<file path="config.mk">
export PLATFORM = sky130hd
export DESIGN_NAME = sample_block_framer
export DESIGN_NICKNAME = d
export VERILOG_FILES = /design/src/rtl/sample_block_framer.sv
export SDC_FILE = /design/constraint.sdc
export NUM_CORES = 2
export LEC_CHECK = 0
export CAP_MARGIN = 20
export CELL_PAD_IN_SITES_DETAIL_PLACEMENT = 1
export CELL_PAD_IN_SITES_GLOBAL_PLACEMENT = 1
export CORE_MARGIN = 2
export CORE_UTILIZATION = 41
export CTS_CLUSTER_SIZE = 20
export DETAILED_ROUTE_END_ITERATION = 8
export PLACE_DENSITY_LB_ADDON = 0.1
export SLEW_MARGIN = 20
export SYNTH_ARGS = -nofsm -noshare
export SYNTH_HDL_FRONTEND = slang
export SYNTH_SLANG_ARGS = --single-unit
</file>
<file path="constraint.sdc">
create_clock -name clk -period 3.74 [get_ports clk]
set_clock_uncertainty 0.1 [all_clocks]
set_input_delay 1.122 -clock clk [delete_from_list [all_inputs] [get_ports clk]]
set_output_delay 1.122 -clock clk [all_outputs]
set_load 0.02 [all_outputs]
</file>
<file path="src/rtl/sample_block_framer.sv">
// Ping-pong block collector for the FFT path.
// Blocks leave as Avalon-ST packets, optionally zero-padded to twice their length.
module sample_block_framer #(
  parameter int DATA_W    = 16,
  parameter int BLOCK_LEN = 64,
  parameter int ZERO_PAD  = 1
) (
  input  logic              clk,
  input  logic              reset,
  input  logic [DATA_W-1:0] in_data,
  input  logic              in_valid,
  output logic [DATA_W-1:0] out_data,
  output logic              out_valid,
  input  logic              out_ready,
  output logic              out_sop,
  output logic              out_eop,
  output logic              overflow,
  output logic [15:0]       drop_count,
  input  logic              clear_overflow
);

  localparam int AW = $clog2(BLOCK_LEN);
  localparam logic [AW-1:0] WLAST = AW'(BLOCK_LEN - 1);
  localparam logic [AW:0]   LAST  = (AW+1)'(BLOCK_LEN - 1);

  typedef enum logic [1:0] {
    S_IDLE,
    S_DATA,
    S_PAD,
    S_REL
  } state_t;

  logic [DATA_W-1:0] mem [2*BLOCK_LEN];

  logic          wb, rb;
  logic [AW-1:0] wp;
  logic [1:0]    full;
  logic [AW:0]   cnt, cnt_nxt;
  state_t        state, state_nxt;

  logic rel, wr_ok, wr_en, drop, issue, eop_acc;

  // A bank released this cycle is already free for the writer
  assign rel     = (state == S_REL);
  assign wr_ok   = !full[wb] || (rel && (rb == wb));
  assign wr_en   = in_valid && wr_ok;
  assign drop    = in_valid && !wr_ok;
  assign issue   = ((state == S_DATA) || (state == S_PAD))
                   && !cnt[AW] && (!out_valid || out_ready);
  assign eop_acc = out_valid && out_ready && out_eop;

  always_ff @(posedge clk) begin
    if (wr_en) mem[{wb, wp}] <= in_data;
  end

  always_ff @(posedge clk or posedge reset) begin
    if (reset) begin
      wb   <= 1'b0;
      wp   <= '0;
      full <= '0;
    end else begin
      if (rel) full[rb] <= 1'b0;
      if (wr_en) begin
        if (wp == WLAST) begin
          full[wb] <= 1'b1;
          wp       <= '0;
          wb       <= ~wb;
        end else begin
          wp <= wp + 1'b1;
        end
      end
    end
  end

  always_ff @(posedge clk or posedge reset) begin
    if (reset) begin
      overflow   <= 1'b0;
      drop_count <= '0;
    end else if (clear_overflow) begin
      overflow   <= 1'b0;
      drop_count <= '0;
    end else if (drop) begin
      overflow <= 1'b1;
      if (drop_count != 16'hFFFF) drop_count <= drop_count + 16'd1;
    end
  end

  always_ff @(posedge clk or posedge reset) begin
    if (reset) begin
      state <= S_IDLE;
      cnt   <= '0;
      rb    <= 1'b0;
    end else begin
      state <= state_nxt;
      cnt   <= cnt_nxt;
      if (rel) rb <= ~rb;
    end
  end

  always_comb begin
    state_nxt = state;
    cnt_nxt   = cnt;
    case (state)
      S_IDLE: begin
        if (full[rb]) begin
          state_nxt = S_DATA;
          cnt_nxt   = '0;
        end
      end
      S_DATA: begin
        if (issue) begin
          cnt_nxt = cnt + 1'b1;
          if (cnt == LAST && ZERO_PAD != 0) begin
            state_nxt = S_PAD;
            cnt_nxt   = '0;
          end
        end else if (cnt[AW] && eop_acc) begin
          state_nxt = S_REL;
        end
      end
      S_PAD: begin
        if (issue) begin
          cnt_nxt = cnt + 1'b1;
        end else if (cnt[AW] && eop_acc) begin
          state_nxt = S_REL;
        end
      end
      S_REL: state_nxt = S_IDLE;
      default: state_nxt = S_IDLE;
    endcase
  end

  // Output register doubles as the registered memory read
  always_ff @(posedge clk or posedge reset) begin
    if (reset) begin
      out_valid <= 1'b0;
      out_data  <= '0;
      out_sop   <= 1'b0;
      out_eop   <= 1'b0;
    end else if (issue) begin
      out_valid <= 1'b1;
      out_data  <= (state == S_DATA) ? mem[{rb, cnt[AW-1:0]}] : '0;
      out_sop   <= (state == S_DATA) && (cnt == '0);
      out_eop   <= (state == S_PAD) ? (cnt == LAST)
                   : ((ZERO_PAD == 0) && (cnt == LAST));
    end else if (out_ready) begin
      out_valid <= 1'b0;
    end
  end

endmodule
</file>
# --- Yosys cells after proc, flatten, opt, wreduce, memory -nomap -nowiden ---
# Memories as Yosys holds them, arrays and structs flattened.
# Cells that the tools add are included.
word_totals:
  mem_bits_rw: 2048
  mem_count: 1
  word_cells: 99
  out_inout_bits: 36
  ff_bits: 55
op_classes:
  mux: 34
  n_reduce_logical: 28
  add_sub_neg: 3
  bitwise_logic: 5
  eq_ne: 12
  n_lt_le_gt_ge: 4
mem_list:
  columns: ["name", "depth", "width", "read_ports", "rd_clocked_by_memory_dff", "write_ports", "line", "rtl"]
  rows:
  - ["mem", 128, 16, 1, 0, 1, "33", "logic [DATA_W-1:0] mem [2*BLOCK_LEN];"]
ops:
  columns: ["cell", "n"]
  rows:
  - ["$mux 16", 4]
  - ["$mux 7", 4]
  - ["$pmux 7 s3", 1]
  - ["$add 16x1->16 const B", 1]
  - ["$mux 2", 8]
  - ["$ne 16x16->1 const B", 1]
  - ["$mux 1", 13]
  - ["$logic_and 1x1->1", 11]
  - ["$ne 2x2->1 const B", 4]
  - ["$pmux 2 s4", 1]
  - ["$add 7x1->7 const B", 1]
  - ["$eq 7x6->1 const B", 1]
  - ["$logic_not 7->1", 1]
  - ["$add 6x1->6 const B", 1]
  - ["$eq 6x6->1 const B", 1]
  - ["$mux 6", 1]
  - ["$reduce_bool 2->1", 3]
  - ["$eq 2x2->1 const B", 2]
  - ["$logic_not 1->1", 4]
  - ["$lt 1x2->1 const B", 2]
  - ["$reduce_and 2->1", 2]
  - ["$reduce_and 4->1", 1]
  - ["$logic_or 1x1->1", 3]
  - ["$ne 3x2->1 const B", 1]
  - ["other kinds (11)", 14]

# --- Depth between registers and ports, before layout ---
logic_depth:
  ltp_word: 10
  ltp_mapped: 12

# --- Worst setup path after synthesis ---
# OpenSTA, ideal clock, no wires.
synth_timing:
  kind: "input to register"
  startpoint: "in in_valid"
  endpoint: "mem mem[111][0], enable pin"
  setup_ps: 389
  t_required_ps: 3251
  n_path_buf: 2
  stages: 5
  arrival_time_ps: 2670
  setup_slack_ps: 581
  cell_sequence: "and2_1 clkbuf_1 nand3_1 clkbuf_1 nor2_1"
synth_via:
  elab_chain_cells: 3
synth_lines:
  columns: ["item", "line", "rtl"]
  rows:
  - ["start: declaration", "11", "input logic in_valid,"]
  - ["$logic_and 1x1->1", "46", "assign wr_en = in_valid && wr_ok;"]
  - ["$mux 1", "53", "if (wr_en) mem[{wb, wp}] <= in_data;"]
  - ["$mux 1 (implied by the code)", "53", null]
  - ["end: declaration", "33", null]
# No other way between the ends.

# --- Worst setup path after layout ---
layout_timing:
  startpoint: "reg cnt[0]"
  endpoint: "reg out_data[0]"
layout_via:
  elab_chain_cells: 2
layout_lines:
  columns: ["item", "line", "rtl"]
  rows:
  - ["start: declaration", "38", "logic [AW:0] cnt, cnt_nxt;"]
  - ["start signal: assignment", "95", "cnt <= cnt_nxt;"]
  - ["$mem_v2 128x16", null, null]
  - ["$mux 16", "142", "out_data <= (state == S_DATA) ? mem[{rb, cnt[AW-1:0]}] : '0;"]
  - ["end signal: assignment", "142", null]
  - ["end: declaration", "12", "output logic [DATA_W-1:0] out_data,"]
# No other way between the ends.
# A chain may end at the register's enable or synchronous reset.

==> flow_summary.json <==
{
  "run_status": "finished clean",
  "synth_sequential_area_ratio": 0.7712,
  "syn_area_per_cell_um2": 21.30,
  "vdd.ir_drop.worst_uv": 453.5,
  "final_min_period_over_clock_period": 0.9719,
  "post_route_cells_drive_above_1_share": 0.2878,
  "synthesis.instances": 3828,
  "globalplace.congestion": 0.9011,
  "wire_length_of_the_first_global_routing_pass_um": 339700,
  "path_max_fanout": 15,
  "htree_num_levels": 4,
  "clk_pin_slew_worst_paths_ns": 0.07,
  "cts.path.max_buffers": 3,
  "number_of_hold_violations_in_the_final_report": 0,
  "cts_resized": 0,
  "multi_input_area_um2": 17710,
  "coreArea_um2": 197400,
  "antenna_found_initial": 23,
  "grt_pass1_vias": 42860,
  "vias_per_cell": 5.745,
  "final.setup.worst_slack_ns": 0.1050,
  "syn_area_um2": 81530,
  "detailedPlacementHpwl_um": 153900,
  "pin_count_of_the_biggest_net_entering_global_routing": 129,
  "grt_setup_unrepaired": "no",
  "drt.antenna.violating_nets": 0,
  "dpl-instance-area_um2": 89270,
  "layout.cell_area.non_filler_um2": 96160,
  "global_route.usage.total": 0.2382,
  "setup-violations-final": 0,
  "postCtsHoldBufs": 0,
  "overflow": 0,
  "fmax_ghz": 0.2751,
  "synth-edff-count": 2048,
  "synth.yosys.warnings": 0,
  "yosys-top-cells-area": "sky130_fd_sc_hd__edfxtp_1 (75%), sky130_fd_sc_hd__mux4_2 (13%), sky130_fd_sc_hd__mux2i_1 (3.0%), sky130_fd_sc_hd__dfrtp_1 (1.7%), sky130_fd_sc_hd__a22oi_1 (1.0%)",
  "min_period_ns": 3.635,
  "r2r_setup_slack_ns": 0.10,
  "detail_route.iter0.violations": 4402,
  "worstSetupStartpoint": "cnt[0]",
  "final_max_slew_viol_count": 0,
  "wl_cell_um": 33.79,
  "clock_latency_ns": 0.87,
  "sum_of_negative_setup_slack_ns": 0,
  "regToRegEndpoint": "out_data[0]",
  "finalNonFillerCells": 7086,
  "preCtsSetupSlack_ns": 0.1116,
  "detailedRoute.firstPassIterationCount": 5,
  "numPlacedInstances": 6693,
  "synthesis.nets": 3858,
  "ys_ff_latch": 2103,
  "post-synth-top-area-fraction": 0.7543,
  "placement_rows": 163,
  "final-seq-area_um2": 62890,
  "cp.arrival_ns": 4.28,
  "chipHeight_um": 449.9,
  "synth_top_flop_cell": "sky130_fd_sc_hd__edfxtp_1",
  "postSynth.asyncResetShare": 0.02615,
  "endpoint": "out_data[0]",
  "maxSlewHeadroom": 0.2841,
  "reg2reg_from": "cnt[0]",
  "critPathCaptureType": "flip-flop",
  "routed_wirelength_um": 239400,
  "p_leak_nw": 30.45,
  "cts_root_buffer": "sky130_fd_sc_hd__clkbuf_16",
  "clock_sinks": 2103,
  "dieArea_um2": 202400,
  "holdPathStages": 2,
  "worstMarginPinSlew_ns": 1.063,
  "timing.setup.critical_path_class": "flip-flop to flip-flop",
  "drt_drc_violations_left": 0,
  "pin_count": 57,
  "layout-area-overhead-vs-synth_pct": 17.94,
  "route.vias.total": 40710,
  "port_buffers": 56,
  "hold_class": "flip-flop to flip-flop",
  "max-cap-violations": 0,
  "critical_path.startpoint_type": "flip-flop",
  "design.final.nets": 4300,
  "post_synth_num_cell_types": 60,
  "power_density_nw_per_um2": 634.2,
  "die_x_um": 449.9,
  "cts_bufs_inserted": 215,
  "tritoncts": "yes",
  "yosys_top_cell_by_area": "sky130_fd_sc_hd__edfxtp_1",
  "cts_setup_buffers": 0,
  "initial_core_util": 0.4130,
  "worst_r2r_path_depth": 9,
  "critical_path_required_ns": 4.38,
  "fill_cells": 17660
}
[metrics by stage]
step	hold WS, ns	power, mW	util
finish	0.4172	60.98	0.4871
global route	0.4103	62.80	0.4870
CTS	0.3720	61.60	0.4870
detailed placement	0.4133	40.49	0.4522
global placement	0.3870	40.48	0.4522
floorplan	0.3872	33.87	-
[metal layers]
metal  up-vias  wire (um)  track usage
met5         -         29            0
met4         4       7879      0.07875
met3       326      12420      0.03528
met2      1141     115500       0.3812
met1     22340     103600       0.3363
li1      16900          -            -
[final cells by class]
| cell class | instances | share of cell area |
|---|---|---|
| tap | 2640 | 0.03435 |
| clock inverter | 121 | 0.01301 |
| timing repair buffer | 433 | 0.05528 |
| antenna | 6 | 0.0001561 |
| clock buffer | 266 | 0.05848 |
| sequential | 2103 | 0.6541 |
| multi-input combinational | 1505 | 0.1842 |
| inverter | 12 | 0.0004684 |
[report_power, final]
group	leakage (nW)	internal [mW]	switching, mW	total [mW]
Clock	3.33	11.9	9.21	21.1
Sequential	19.1	25.9	0.321	26.2
Combinational	7.99	5.28	8.37	13.7
Total	30.5	43.1	17.9	61.0
[cell usage after synthesis, types with 41 or more instances]
cell and count:
sky130_fd_sc_hd__edfxtp_1 2048, sky130_fd_sc_hd__nor2_1 173, sky130_fd_sc_hd__mux2i_1 241, sky130_fd_sc_hd__buf_2 51
sky130_fd_sc_hd__mux4_2 463, sky130_fd_sc_hd__clkbuf_1 73, sky130_fd_sc_hd__a21oi_1 46, sky130_fd_sc_hd__nand3_1 76
sky130_fd_sc_hd__nand2_1 91, sky130_fd_sc_hd__dfrtp_1 55, sky130_fd_sc_hd__a22oi_1 110, sky130_fd_sc_hd__o21ai_0 41
[placed cells by master, fill, tap and decap left out, types with 12 or more instances in the layout]
master	count
sky130_fd_sc_hd__nor3_1	16
sky130_fd_sc_hd__clkinv_1	40
sky130_fd_sc_hd__o21ai_0	41
sky130_fd_sc_hd__a22oi_1	110
sky130_fd_sc_hd__buf_12	157
sky130_fd_sc_hd__buf_4	236
sky130_fd_sc_hd__clkdlybuf4s50_1	40
sky130_fd_sc_hd__clkbuf_16	216
sky130_fd_sc_hd__clkbuf_1	47
sky130_fd_sc_hd__mux2i_1	241
sky130_fd_sc_hd__clkinv_2	38
sky130_fd_sc_hd__mux2_2	12
sky130_fd_sc_hd__edfxtp_1	2048
sky130_fd_sc_hd__a31oi_1	21
sky130_fd_sc_hd__a211oi_1	26
sky130_fd_sc_hd__bufinv_16	18
sky130_fd_sc_hd__nor2_2	82
sky130_fd_sc_hd__nand3_1	72
sky130_fd_sc_hd__nand2_1	87
sky130_fd_sc_hd__a21oi_1	46
sky130_fd_sc_hd__nor2b_1	22
sky130_fd_sc_hd__o22ai_1	24
sky130_fd_sc_hd__dfrtp_1	50
sky130_fd_sc_hd__mux4_2	463
sky130_fd_sc_hd__nor2_1	90
[cell families after synthesis]
group	share of synthesized area
buffers and inverters	0.01479
multiplexers	0.1591
XOR/XNOR	0.001504
AO/OA/AOI/OAI	0.02809
AND/OR/NAND/NOR	0.02386
flip-flops	0.7712
adder cells (fa/ha/maj)	0.001381
[sequential cells by signal, indices dropped and copies added, names as in the netlist]
signal      flops
out_eop         1
cnt             7
rb              1
out_sop         1
mem          2048
full            2
wp              6
state           2
drop_count     16
wb              1
overflow        1
out_data       16
out_valid       1
[how the worst min path moves through the flow]
stage / start / end
6_report: overflow / overflow
5_1_grt: in_data[5] / mem[9][5]
4_1_cts: in_data[5] / mem[14][5]
3_5_place_dp: full[1] / full[1]
3_3_place_gp: overflow / overflow
2_1_floorplan: full[1] / full[1]
[critical path, cell delays in order, from the launching register on]
cell,delay (ns)
sky130_fd_sc_hd__dfrtp_4,0.77
sky130_fd_sc_hd__buf_12,0.29
sky130_fd_sc_hd__buf_12,0.20
sky130_fd_sc_hd__buf_4,0.21
sky130_fd_sc_hd__mux4_2,0.53
sky130_fd_sc_hd__mux2i_1,0.39
sky130_fd_sc_hd__o211ai_1,0.37
sky130_fd_sc_hd__o21ai_0,0.40
sky130_fd_sc_hd__buf_4,0.17
sky130_fd_sc_hd__a32oi_1,0.05
No activity file was read; power rests on OpenSTA's default activity.
